File: src/rtl/spawn_in_arbiter.sv
// spawn_in_arbiter: packet-atomic round-robin merge of per-accelerator
// spawn streams into one registered spawn_in AXI-Stream (tid = source).
//
// Ports:
//   clk, rstn            clock, async active-low reset
//   acc_tvalid/tready    per-source handshake (MAX_ACCS bits each)
//   acc_tdata/tlast      per-source beat, source i at [i*DATA_W +: DATA_W]
//   spawn_in_*           merged registered stream to the manager
//   pkt_count            packets fully forwarded (tlast handshakes)
module spawn_in_arbiter #(
  parameter int MAX_ACCS = 16,
  parameter int DATA_W   = 64,
  localparam int IW      = (MAX_ACCS > 1) ? $clog2(MAX_ACCS) : 1
) (
  input  logic                       clk,
  input  logic                       rstn,
  input  logic [MAX_ACCS-1:0]        acc_tvalid,
  output logic [MAX_ACCS-1:0]        acc_tready,
  input  logic [MAX_ACCS*DATA_W-1:0] acc_tdata,
  input  logic [MAX_ACCS-1:0]        acc_tlast,
  output logic                       spawn_in_tvalid,
  input  logic                       spawn_in_tready,
  output logic [IW-1:0]              spawn_in_tid,
  output logic [DATA_W-1:0]          spawn_in_tdata,
  output logic                       spawn_in_tlast,
  output logic [31:0]                pkt_count
);

  typedef enum logic {
    IDLE   = 1'b0,
    LOCKED = 1'b1
  } state_t;

  state_t      state_q;
  logic [IW-1:0] rr_ptr_q;
  logic [IW-1:0] grant_q;

  logic          found;
  logic [IW-1:0] pick;
  logic [IW-1:0] idx;
  int            jj;

  logic              out_free;
  logic              accept;
  logic [DATA_W-1:0] sel_data;
  logic              sel_last;

  // Search starts just after the last served source, so it ends up
  // with the lowest priority on the next arbitration.
  always_comb begin
    found = 1'b0;
    pick  = '0;
    idx   = '0;
    jj    = 0;
    for (int k = 1; k <= MAX_ACCS; k++) begin
      jj = int'(rr_ptr_q) + k;
      if (jj >= MAX_ACCS) jj = jj - MAX_ACCS;
      idx = IW'(jj);
      if (!found && acc_tvalid[idx]) begin
        found = 1'b1;
        pick  = idx;
      end
    end
  end

  // Ready depends only on state and the output register, never on
  // any source valid.
  assign out_free = !spawn_in_tvalid || spawn_in_tready;

  always_comb begin
    acc_tready = '0;
    if (state_q == LOCKED) acc_tready[grant_q] = out_free;
  end

  assign accept   = (state_q == LOCKED) && out_free
                    && acc_tvalid[grant_q];
  assign sel_data = acc_tdata[int'(grant_q)*DATA_W +: DATA_W];
  assign sel_last = acc_tlast[grant_q];

  always_ff @(posedge clk or negedge rstn) begin
    if (!rstn) begin
      state_q         <= IDLE;
      rr_ptr_q        <= IW'(MAX_ACCS - 1);
      grant_q         <= '0;
      spawn_in_tvalid <= 1'b0;
      spawn_in_tid    <= '0;
      spawn_in_tdata  <= '0;
      spawn_in_tlast  <= 1'b0;
      pkt_count       <= '0;
    end else begin
      if (spawn_in_tvalid && spawn_in_tready && spawn_in_tlast)
        pkt_count <= pkt_count + 32'd1;

      if (accept) begin
        spawn_in_tvalid <= 1'b1;
        spawn_in_tid    <= grant_q;
        spawn_in_tdata  <= sel_data;
        spawn_in_tlast  <= sel_last;
      end else if (spawn_in_tready) begin
        spawn_in_tvalid <= 1'b0;
      end

      unique case (state_q)
        IDLE: begin
          if (found) begin
            grant_q <= pick;
            state_q <= LOCKED;
          end
        end
        LOCKED: begin
          if (accept && sel_last) begin
            rr_ptr_q <= grant_q;
            state_q  <= IDLE;
          end
        end
        default: state_q <= IDLE;
      endcase
    end
  end

endmodule

File: config.mk
export PLATFORM = sky130hd
export DESIGN_NAME = spawn_in_arbiter
export DESIGN_NICKNAME = d
export VERILOG_FILES = /design/src/rtl/spawn_in_arbiter.sv
export SDC_FILE = /design/constraint.sdc
export NUM_CORES = 1
export LEC_CHECK = 0
export ABC_AREA = 1
export CORE_AREA = 2 2 461 463
export CTS_CLUSTER_SIZE = 8
export DETAILED_ROUTE_END_ITERATION = 10
export DIE_AREA = 0 0 463 465
export PLACE_DENSITY = 0.33
export SYNTH_ARGS = -nofsm -noshare
export SYNTH_HDL_FRONTEND = slang
export SYNTH_SLANG_ARGS = --single-unit
File: constraint.sdc
create_clock -name clk -period 6.2 [get_ports clk]
set_input_delay 1.24 -clock clk [delete_from_list [all_inputs] [get_ports clk]]
set_output_delay 1.24 -clock clk [all_outputs]
set_load 0.02 [all_outputs]
Word-level counts from Yosys, hierarchy flattened
Index checks and enable logic that the tools add are counted.
{ "word_totals": {"ff_bits": 111, "latch_bits": 0, "mem_bits_rw": 0, "romBits": 0, "input_bits": 1059, "output_inout_bits": 118, "n_memories": 0} }
{ "classes": {"addsub": 33, "n_mul": 0, "div_mod_pow": 0, "n_lt_le_gt_ge": 34, "n_eq_ne": 0, "n_shift": 1, "muxes": 92, "bitwise": 2, "n_reduce_logical": 41} }
{ "op_table": {"columns": ["cell", "count"], "rows": [
  ["1024-bit by 11-bit variable part select with 64-bit output", 1],
  ["4-bit 2-to-1 mux", 32],
  ["4-bit by 5-bit < comparator with 1-bit output (second input constant)", 17],
  ["5-bit greater-or-equal comparator (second input constant)", 15],
  ["1-bit binary-select mux with 4-bit select", 18],
  ["4-bit by 1-bit subtractor with 4-bit output (second input constant)", 16],
  ["4-bit by 4-bit adder with 5-bit output (second input constant)", 8],
  ["1-bit 2-to-1 mux", 39],
  ["32-bit by 1-bit adder with 32-bit output (second input constant)", 1],
  ["1-bit logical AND", 21],
  ["4-bit by 3-bit adder with 5-bit output (second input constant)", 4],
  ["16-bit bitwise AND", 1],
  ["1-bit zero test", 16],
  ["16-bit 2-to-1 mux", 1],
  ["4-bit by 2-bit adder with 5-bit output (second input constant)", 2],
  ["4-bit by 5-bit adder with 6-bit output (second input constant)", 1],
  ["6-bit by 5-bit greater-or-equal comparator with 1-bit output (second input constant)", 1],
  ["4-bit by 1-bit adder with 5-bit output (second input constant)", 1],
  ["1-bit demux with 4-bit select", 1],
  ["4-bit by 1-bit greater-or-equal comparator with 1-bit output (second input constant)", 1],
  ["2-bit AND reduction", 2],
  ["1-bit case mux with 2 select lines", 1],
  ["2-bit nonzero test", 1],
  ["1-bit logical OR", 1],
  ["1-bit inverter", 1]
]} }

Longest topological paths before layout
{ "logic_depth": {"depth_word": 53, "depth_mapped": 25, "mapped_depth_nobuf": 24} }

Worst setup path before layout
Ideal clock, no wire load.
{ "synth_path": {"path_type": "in2reg", "start": "in spawn_in_tready", "end": "reg pkt_count[30]", "arrival_ns": 3.189, "slack_ns": 2.932, "cell_stages": 17, "path_cell_list": "nand2_1 nor2_4 nand3_2 nor2_2 nand3_2 nor3_4 nand3_2 nor2_2 nand3_2 nor2_2 nand2_2 nor2_4 nand3_2 nor2_2 nand3_1 nor3_2 xor2_1"} }
{ "synth_between": {"elab_chain_cells": 2} }
{ "synth_lines": {"columns": ["item", "line_no", "source"], "rows": [
  ["start: declaration", "22", "input logic spawn_in_tready,"],
  ["1-bit logical AND (2 in series)", "91", "if (spawn_in_tvalid && spawn_in_tready && spawn_in_tlast)"],
  ["end signal: assignment", "92", "pkt_count <= pkt_count + 32'd1;"],
  ["end: declaration", "26", "output logic [31:0] pkt_count"]
]} }
Every way passes these cells.
A chain may end at the register's enable or synchronous reset.

Final worst setup path
{ "layout_path": {"start": "reg rr_ptr_q[1]", "end": "reg grant_q[0]"} }
{ "layout_between": {"elab_chain_cells": 52, "word_cells_on_any_way": 159, "classes_between": "add/sub (32); order compare (16); mux (80); reduce/logical (31)"} }
{ "layout_lines": {"columns": ["item", "line_no", "source"], "rows": [
  ["start: declaration", "35", "logic [IW-1:0] rr_ptr_q;"],
  ["start signal: assignment", "83", "rr_ptr_q <= IW'(MAX_ACCS - 1);"],
  ["start signal: assignment", "112", "rr_ptr_q <= grant_q;"],
  ["4-bit by 1-bit adder with 5-bit output", "56", "jj = int'(rr_ptr_q) + k;"],
  ["4-bit by 1-bit subtractor with 4-bit output or 5-bit greater-or-equal comparator (tied branches)", "57", "if (jj >= MAX_ACCS) jj = jj - MAX_ACCS;"],
  ["4-bit 2-to-1 mux", "57", null],
  ["1-bit binary-select mux with 4-bit select", "59", "if (!found && acc_tvalid[idx]) begin"],
  ["1-bit 2-to-1 mux (not written as such)", "59", null],
  ["1-bit 2-to-1 mux", "59", null],
  ["1-bit zero test", "59", null],
  ["1-bit logical AND", "59", null],
  ["[... 36 more ...]", null, null],
  ["1-bit 2-to-1 mux", "59", null],
  ["1-bit zero test", "59", null],
  ["1-bit logical AND", "59", null],
  ["1-bit 2-to-1 mux", "59", null],
  ["1-bit zero test", "59", null],
  ["1-bit logical AND", "59", null],
  ["1-bit 2-to-1 mux", "59", null],
  ["2-bit AND reduction (no source line)", null, null],
  ["end signal: assignment", "106", "grant_q <= pick;"],
  ["end: declaration", "36", "logic [IW-1:0] grant_q;"]
]} }
Parallel ways exist; a longest one is shown, timed or not. The select of a mux whose other input is x is not followed.

==> impl_metrics.toml <==
[route]
vias = 20400
drc = 0
drtIter0Drc = 1450
ant_nets = 0
wl_um = 168000
dr.pass1.iters = 5
vias_per_cell = 3.54
wl_per_cell_um = 29.1

[placed_design]
place_area_um2 = 28100
dp_hpwl_um = 142000
preCtsSetupSlack_ps = 1720
place.gp.congestion = 0.946
port-buffer-count = 1176
dp_cells = 5744

[floorplanning]
ios = 1177
initial_core_util = 0.0605
fp.dieH_um = 465
die_w_um = 463
die-area_um2 = 215000
rows = 169
coreArea_um2 = 211000

[clock_network]
clk_latency_ps = 490
clock_sinks = 111
cts_buffer_depth = 2
cts_resized = 0
postCtsHoldBufs = 0
post_cts_buffers = 0
cts_made_buffers = 9
clk_pin_slew_ps = 110
root_buffer = "clkbuf_16"
cts_tree = "built"
h-tree-depth = 3

[synthesis]
syn_area_per_cell_um2 = 6.87
ys_warn_count = 0
yosysTopAreaCellShare = 0.310
synth-async-reset-ratio = 1.00
synthFlopType = "dfrtp_1"
ys_ff_latch = 111
yosysTopAreaCell = "a22oi_1"
netlist_area_um2 = 12800
synth_edf_count = 0
ys_top_cells_by_area = "a22oi_1 (31%), dfrtp_1 (21%), nand2_1 (13%)"
synth_cell_type_count = 45
yosysMostFrequentCell = "a22oi_1"
synth.net_count = 2925
postSynthCellCount = 1857
synth_common_cells = "a22oi_1 (526), nand2_1 (429), clkbuf_1 (140)"
yosysSeqAreaShare = 0.218

[sta]
worst_slack_ps = 1650
worst_slew_pin_slew_ps = 1240
rsz0062_at_grt = "no"
layout_min_cycle_time_ps = 4550
hold_viol = 0
period_share = 0.734
tns_ps = 0
fmax_ghz = 0.220
finClkSkew_ps = 44.9
max_slew_margin = 0.169
maxSlewViolCount = 0
setup_violations = 0

[power_and_ir_drop]
combPwrFrac = 0.816
vdd_drop_max_mv = 0.528
switching_share = 0.607
p_int_uw = 4420
cellLeakagePower_uw = 0.0101
p_sw_uw = 6830
p_seq_frac = 0.112
power.density_nw_per_um2 = 396
pwr-share-clk = 0.072

[worst_setup_path]
ff2ff_setup_slack_ps = 1650
cp_max_fo = 19
criticalPathCategory = "reg -> reg"
r2r_cells = 17
startpoint_type = "flip-flop"
rr_endpoint = "grant_q[0]$_DFFE_PN0P_"
crit_required_ps = 6540
rr_startpoint = "rr_ptr_q[1]$_DFFE_PN1P_"
crit_arrival_ps = 4890
end_kind = "flip-flop"

[min_path]
hp-class = "reg -> reg"
min_from = "pkt_count[31]$_DFFE_PN0P_"
whs_endpoint = "pkt_count[31]$_DFFE_PN0P_"
hold_depth = 1

[cells_and_area]
post-route-util = 0.135
n_fill_cell = 24400
stdcell_area_um2 = 28400
syn_to_final_growth_pct = 123
multi_input_area_um2 = 9130
nets = 4002
finalNonFillerCells = 5773
final-seq-area_um2 = 2780
layout-drive-gt1-share = 0.0436

[status]
status = "finished clean"

[global_route]
first_global_vias = 20900
grtUsageMet2 = 0.266
grt_max_degree = 132
antenna_found_initial = 110
grt_pass1_wl_um = 213000
grt_overflow = 0
use_met3 = 0.0364
gr-usage-met1 = 0.183
grt_util_all_layers = 0.149
top_usage_layer = "met2"

[job]
drv_cap = 0
[power groups by stage]
| stage | logic (uW) | registers [uW] | clock network [uW] |
|---|---|---|---|
| after CTS | 9460 | 1270 | 882 |
| after global routing | 9990 | 1310 | 876 |
| final | 9180 | 1260 | 807 |
| after detailed placement | 9440 | 1280 | 0 |
| after floorplan | 4330 | 1480 | 0 |
| after global placement | 9450 | 1270 | 0 |
[per-layer routing]
layer	vias up	routed length, um	share of wire
met4	38	2660	0.016
met3	194	10700	0.064
li1	9183	-	-
met1	9933	70900	0.42
met5	-	260	0.0015
met2	1067	83600	0.50
[layout make-up]
type | instances | share of cell area
diodes | 13 | 0.00114
clock buffers | 9 | 0.00793
clock inverters | 7 | 0.00313
inverters | 66 | 0.00907
multi-input cells | 1514 | 0.321
flip-flops and latches | 111 | 0.0979
well taps | 2821 | 0.124
repair buffers | 1232 | 0.435
[through the flow]
| step | power [uW] | hold WS [ps] |
|---|---|---|
| after CTS | 11600 | 498 |
| after global placement | 10700 | 470 |
| after floorplan | 5800 | 449 |
| after global routing | 12200 | 523 |
| final | 11200 | 491 |
| after detailed placement | 10700 | 475 |
[worst max-delay path by stage]
stage,startpoint,endpoint,slack [ps],cells after the start
2_1_floorplan,spawn_in_tready,pkt_count[30]$_DFFE_PN0P_,2930,17
3_5_place_dp,spawn_in_tready,acc_tready[5],1720,6
3_3_place_gp,spawn_in_tready,acc_tready[5],1780,6
4_1_cts,spawn_in_tready,acc_tready[5],1710,6
5_1_grt,rr_ptr_q[1]$_DFFE_PN1P_,grant_q[2]$_DFFE_PN0P_,1320,20
6_report,rr_ptr_q[1]$_DFFE_PN1P_,grant_q[0]$_DFFE_PN0P_,1650,17
[state kept, by name, indices dropped and copies added, names as in the netlist]
name	cells
grant_q	4
pkt_count	32
rr_ptr_q	4
spawn_in_tdata	64
spawn_in_tid	4
spawn_in_tlast	1
spawn_in_tvalid	1
state_q	1
[critical path, stage by stage (launching register included)]
cell and delay, ps:
dfstp_2 840, inv_1 420, ha_1 610, inv_1 490
nand3_1 190, nand3_1 150, nand3_1 90, nand2_1 230
nand4_2 190, nor2_4 180, nand4_4 110, nor2_4 180
nand4_4 140, nor2_8 180, nand4_2 120, nand2_4 130
nand3b_1 120, nand2_1 50
[kinds of logic (layout without fill, tap and decap cells)]
group	count (synthesis)	after routing	synth area share
compound gates	749	749	0.430
simple gates	716	716	0.243
buf+inv	232	1314	0.0707
flops	111	111	0.218
xor+xnor	39	39	0.0283
fa+ha+maj	9	9	0.00883
mux	1	1	0.000883
other cells	0	13	0
[cells in the final DEF (no fill, tap or decap), types with 7 or more instances in the layout]
cell             synthesis  final
nor2_1                 135    129
inv_1                   59     58
nand3_2                  7      7
nand3_1                 96     96
a31oi_1                 65     65
a22oi_1                526    526
xnor2_1                 13     13
buf_12                   0     14
o21ai_0                 14     14
a21oi_1                 42     42
clkdlybuf4s50_1          0   1175
buf_4                    2     42
nor2_4                   4     10
nand2_1                429    427
ha_1                     9      9
nand4_1                 15     15
diode_2                  0     13
a221oi_1                64     64
dfrtp_1                107    107
xor2_1                  25     25
clkbuf_16                0      9
a21boi_0                29     29
Power figures use the tool's default switching activity.
